`src/rtl/eq_pkg.sv`:
```
// eq_pkg: shared constants and types for the equalizer band mixer.
//   N_BAND/DATA_W/GAIN_W/GAIN_FRAC : datapath geometry (gain is unsigned Q2.6)
//   PROD_W : width of one sample*gain product (signed, gain zero-extended)
//   ACC_W  : accumulator width, PROD_W + clog2(N_BAND), cannot overflow
//   mix_state_e : mixer FSM states
package eq_pkg;
  localparam int N_BAND    = 5;
  localparam int DATA_W    = 16;
  localparam int GAIN_W    = 8;
  localparam int GAIN_FRAC = 6;
  localparam int PROD_W    = DATA_W + GAIN_W + 1;
  localparam int ACC_W     = 28;
  localparam int IDX_W     = 3;
  localparam logic [GAIN_W-1:0] UNITY_GAIN = 8'd64;

  typedef enum logic [1:0] {
    IDLE  = 2'd0,
    MAC   = 2'd1,
    SCALE = 2'd2
  } mix_state_e;
endpackage

```
`src/rtl/eq_sat16.sv`:
```
// eq_sat16: combinational shift-and-fit of the mixer accumulator.
//   acc  in  ACC_W  : signed accumulated sum of sample*gain products
//   y    out DATA_W : acc >>> GAIN_FRAC fitted to DATA_W bits
//   clip out 1      : high when the fitted value was clamped
// Macro EQ_MIX_SAT_EN: defined -> clamp to the signed DATA_W range and flag
// clipping; undefined -> keep the low DATA_W bits (two's-complement wrap).
module eq_sat16
  import eq_pkg::*;
(
  input  logic signed [ACC_W-1:0]  acc,
  output logic        [DATA_W-1:0] y,
  output logic                     clip
);
  logic signed [ACC_W-1:0] shifted;

  // Arithmetic shift: negative sums round toward minus infinity.
  assign shifted = acc >>> GAIN_FRAC;

`ifdef EQ_MIX_SAT_EN
  localparam logic signed [ACC_W-1:0] SAT_MAX = ACC_W'(32767);
  localparam logic signed [ACC_W-1:0] SAT_MIN = -SAT_MAX - ACC_W'(1);

  always_comb begin
    y    = shifted[DATA_W-1:0];
    clip = 1'b0;
    if (shifted > SAT_MAX) begin
      y    = 16'h7fff;
      clip = 1'b1;
    end else if (shifted < SAT_MIN) begin
      y    = 16'h8000;
      clip = 1'b1;
    end
  end
`else
  logic unused_hi;
  assign unused_hi = ^shifted[ACC_W-1:DATA_W];
  assign y    = shifted[DATA_W-1:0];
  assign clip = 1'b0;
`endif
endmodule

```
`src/rtl/eq_band_mixer.sv`:
```
// eq_band_mixer: collects one sample per band, scales each by its gain with a
// single time-shared multiplier, and emits the fitted sum.
//   clk, rst_n  : clock, async active-low reset
//   band_valid  : per-band one-cycle sample strobe
//   band_data   : band b sample at [b*DATA_W +: DATA_W], signed
//   gain        : band b gain at [b*GAIN_W +: GAIN_W], unsigned Q2.6
//   y_out       : mixed sample, held between updates
//   y_valid     : one-cycle pulse when y_out updates
//   overrun     : sticky, a band delivered twice within one frame
//   clip        : pulses with y_valid when the sum was clamped
// Macro EQ_MIX_SAT_EN selects saturation (defined) or wrap (undefined).
module eq_band_mixer
  import eq_pkg::*;
(
  input  logic                       clk,
  input  logic                       rst_n,
  input  logic [N_BAND-1:0]          band_valid,
  input  logic [N_BAND*DATA_W-1:0]   band_data,
  input  logic [N_BAND*GAIN_W-1:0]   gain,
  output logic [DATA_W-1:0]          y_out,
  output logic                       y_valid,
  output logic                       overrun,
  output logic                       clip
);
  mix_state_e                         state_q, state_d;
  logic [IDX_W-1:0]                   idx_q, idx_d;
  logic [N_BAND-1:0]                  mask_q, mask_d;
  logic signed [ACC_W-1:0]            acc_q, acc_d;
  logic [N_BAND-1:0][DATA_W-1:0]      hold_q, hold_d;
  logic [N_BAND-1:0][DATA_W-1:0]      work_q, work_d;
  logic [N_BAND-1:0][GAIN_W-1:0]      gwork_q, gwork_d;
  logic [DATA_W-1:0]                  y_q, y_d;
  logic                               y_valid_q, y_valid_d;
  logic                               overrun_q, overrun_d;
  logic                               clip_q, clip_d;

  logic                               start;
  logic signed [PROD_W-1:0]           prod;
  logic [DATA_W-1:0]                  fit_y;
  logic                               fit_clip;

  assign start = (state_q == IDLE) && (&(mask_q | band_valid));

  // Gain is zero-extended by one bit so the multiply is fully signed.
  assign prod = $signed(work_q[idx_q]) * $signed({1'b0, gwork_q[idx_q]});

  eq_sat16 u_fit (
    .acc  (acc_q),
    .y    (fit_y),
    .clip (fit_clip)
  );

  always_comb begin
    state_d   = state_q;
    idx_d     = idx_q;
    acc_d     = acc_q;
    hold_d    = hold_q;
    work_d    = work_q;
    gwork_d   = gwork_q;
    y_d       = y_q;
    y_valid_d = 1'b0;
    clip_d    = 1'b0;
    overrun_d = overrun_q | (|(band_valid & mask_q));
    // A valid on the start edge belongs to the frame being launched.
    mask_d    = start ? '0 : (mask_q | band_valid);

    for (int b = 0; b < N_BAND; b++) begin
      if (band_valid[b]) hold_d[b] = band_data[b*DATA_W +: DATA_W];
    end

    case (state_q)
      IDLE: begin
        if (start) begin
          // hold_d already merges same-cycle arrivals into the frame.
          work_d  = hold_d;
          gwork_d = gain;
          acc_d   = '0;
          idx_d   = '0;
          state_d = MAC;
        end
      end
      MAC: begin
        acc_d = acc_q + {{(ACC_W-PROD_W){prod[PROD_W-1]}}, prod};
        if (idx_q == IDX_W'(N_BAND-1)) state_d = SCALE;
        else                           idx_d   = idx_q + IDX_W'(1);
      end
      SCALE: begin
        y_d       = fit_y;
        clip_d    = fit_clip;
        y_valid_d = 1'b1;
        state_d   = IDLE;
      end
      default: state_d = IDLE;
    endcase
  end

  always_ff @(posedge clk or negedge rst_n) begin
    if (!rst_n) begin
      state_q   <= IDLE;
      idx_q     <= '0;
      mask_q    <= '0;
      acc_q     <= '0;
      hold_q    <= '0;
      work_q    <= '0;
      gwork_q   <= '0;
      y_q       <= '0;
      y_valid_q <= 1'b0;
      overrun_q <= 1'b0;
      clip_q    <= 1'b0;
    end else begin
      state_q   <= state_d;
      idx_q     <= idx_d;
      mask_q    <= mask_d;
      acc_q     <= acc_d;
      hold_q    <= hold_d;
      work_q    <= work_d;
      gwork_q   <= gwork_d;
      y_q       <= y_d;
      y_valid_q <= y_valid_d;
      overrun_q <= overrun_d;
      clip_q    <= clip_d;
    end
  end

  assign y_out   = y_q;
  assign y_valid = y_valid_q;
  assign overrun = overrun_q;
  assign clip    = clip_q;
endmodule

```
`config.mk`:
```
export PLATFORM = sky130hd
export DESIGN_NAME = eq_band_mixer
export DESIGN_NICKNAME = d
export VERILOG_FILES = /design/src/rtl/eq_pkg.sv /design/src/rtl/eq_sat16.sv /design/src/rtl/eq_band_mixer.sv
export SDC_FILE = /design/constraint.sdc
export NUM_CORES = 1
export LEC_CHECK = 0
export ABC_AREA = 0
export CORE_MARGIN = 5
export CORE_UTILIZATION = 55
export CTS_CLUSTER_DIAMETER = 120
export DETAILED_ROUTE_END_ITERATION = 12
export PLACE_DENSITY = 0.79
export SYNTH_ARGS = -nofsm -noshare
export SYNTH_HDL_FRONTEND = slang
export SYNTH_HIERARCHICAL = 1
export SYNTH_SLANG_ARGS = --single-unit
```
`constraint.sdc`:
```
create_clock -name clk -period 16.5 [get_ports clk]
set_input_delay 1.65 -clock clk [delete_from_list [all_inputs] [get_ports clk]]
set_output_delay 1.65 -clock clk [all_outputs]
set_load 0.01 [all_outputs]
```
==> results.toml <==
[run_status]
run_status = "finished, final reports clean"

[floorplanning]
die_w_um = 178
die_y_um = 178
dieArea_um2 = 31700
coreArea_um2 = 27900
ios = 146
num_rows = 61
start_util_pct = 55.7

[clock_tree]
clk_path_buf_depth = 3
root_buffer = "clkbuf_16"
tritoncts = "built"
cts-htree-levels = 1
cts.sinks = 251
cts_hold_buf = 0
path_clk_slew_ns = 0.06
ctsResizeCount = 0
cts_made_buffers = 26
post_cts_buffers = 0
clock_latency_ns = 0.57

[worst_setup_path]
critPathMaxStageDelay_ns = 0.76
crit_cells = 27
critPathMaxFanout = 25
critPathTopFamily = "adder cells"
r2r-end = "acc_q[21]$_DFFE_PN0P_"
r2r_start = "idx_q[2]$_DFFE_PN0P_"
cp_num_buf_inv = 5
slowest_stage = "dfrtp_1"
crit_path_frequent_cell = "inv_1"
crit_start = "idx_q[2]$_DFFE_PN0P_"
cp.required_ns = 16.97
r2r_slack_ns = 8.27
rr_worst_depth = 27
critPathLaunchType = "register"
critPathKind = "reg -> reg"
crit_arrival_ns = 8.70
worstSetupEndpointType = "register"

[min_path]
whs_path_depth = 2
hp-class = "reg -> reg"
hold_path_end = "gwork_q[6]$_DFFE_PN0P_"
min-delay-start = "gwork_q[6]$_DFFE_PN0P_"

[route]
top_layer = "met4"
vias_per_cell = 5.38
wl_met3_mm = 1.80
routed_wl_mm = 34.1
drtIter0Drc = 656
drtAntennaViolNets = 0
drt-met1-wl_mm = 14.8
wl_per_cell_um = 17.4
route.detailed.drc = 0
drtPass1Iterations = 5
routed-wl-met2_mm = 16.3
vias = 10500

[logic_synthesis]
synth-warning-count = 6
synthesis.instances = 1443
synthesis.area_um2 = 15500
syn_area_per_cell_um2 = 10.8
syn-num-nets = 1737

[sta]
relSlewSlack_pct = 30.1
period_needed_ns = 8.23
fmax_mhz = 121
finalHoldViolations = 0
report.final.slew_viol_count = 0
rsz0062_at_grt = "false"
worst_pin_slew_ns = 1.05
setup_violations = 0
fin_skew_ns = 0.0141
fin_ws_ns = 8.27
fin_tns_setup_ns = 0
finalCritPeriodShare_pct = 49.9

[global_route]
track_usage_pct = 22.5
grt_max_degree = 97
first_global_vias = 11300
antenna_found_initial = 0
grt-ovfl-total = 0
grt_pass1_wl_mm = 57.2

[cells_and_area]
area_delta_synth_final_pct = 16.7
drive_gt1_share_pct = 18.1
final_cells = 1953
diodes = 0
mostFrequentLayoutCells = "249 x dfrtp_1, 205 x nand2_1, 182 x mux2_2"
nets = 1849
final_common_cell = "dfrtp_1"
stdcell_area_um2 = 18100

[run]
cap_violations = 0

[placed_design]
io_buffers = 145
hpwl_mm = 25.6
dp_slack_ns = 8.38
place_congestion = 0.922
placed_cells = 1905
place_area_um2 = 17200
## worst register-to-register path: cells and delay by family (launching register included)
kind / cells / cell delay [ns]
and+or+nand+nor: 5 / 1.48
adders and majority gates: 6 / 2.72
buffers and inverters: 5 / 0.63
DFF: 1 / 0.76
xor gates and xnor gates: 1 / 0.16
AOI/OAI and AO/OA: 10 / 2.42
## worst max path at each step
stage	end
3_5_place_dp	acc_q[21]$_DFFE_PN0P_
3_3_place_gp	acc_q[21]$_DFFE_PN0P_
4_1_cts	acc_q[21]$_DFFE_PN0P_
5_1_grt	acc_q[21]$_DFFE_PN0P_
6_report	acc_q[21]$_DFFE_PN0P_
2_1_floorplan	acc_q[21]$_DFFE_PN0P_
## final cells by class
class / instances / area, µm²
Timing Repair Buffer: 165 / 1610
Fill cell: 2112 / 9750
Clock buffer: 35 / 754
Clock inverter: 13 / 135
Sequential cell: 251 / 6280
Multi-Input combinational cell: 952 / 8260
Tap cell: 378 / 473
Inverter: 159 / 597
## per-stage QoR
step / util [%] / hold WS [ns]
3_3_place_gp: 61.8 / 0.453
6_report: 65.0 / 0.476
3_5_place_dp: 61.8 / 0.464
4_1_cts: 65.0 / 0.479
2_1_floorplan: - / 0.440
5_1_grt: 65.0 / 0.496
## flip-flops by register name (all words and copies together), names as in the netlist
register,flops
hold_q,80
work_q,80
gwork_q,40
acc_q,22
y_out,16
mask_q,5
idx_q,3
state_q,2
clip,1
overrun,1
y_valid,1
## metal layers
metal	vias up	global-route usage (%)
met5	-	0
li1	4937	-
met4	0	7.15
met1	5210	30.7
met2	292	37.3
met3	73	3.50
Power is not shown: default switching activity piles up to over one toggle a cycle in this logic, so the estimate is an artifact.
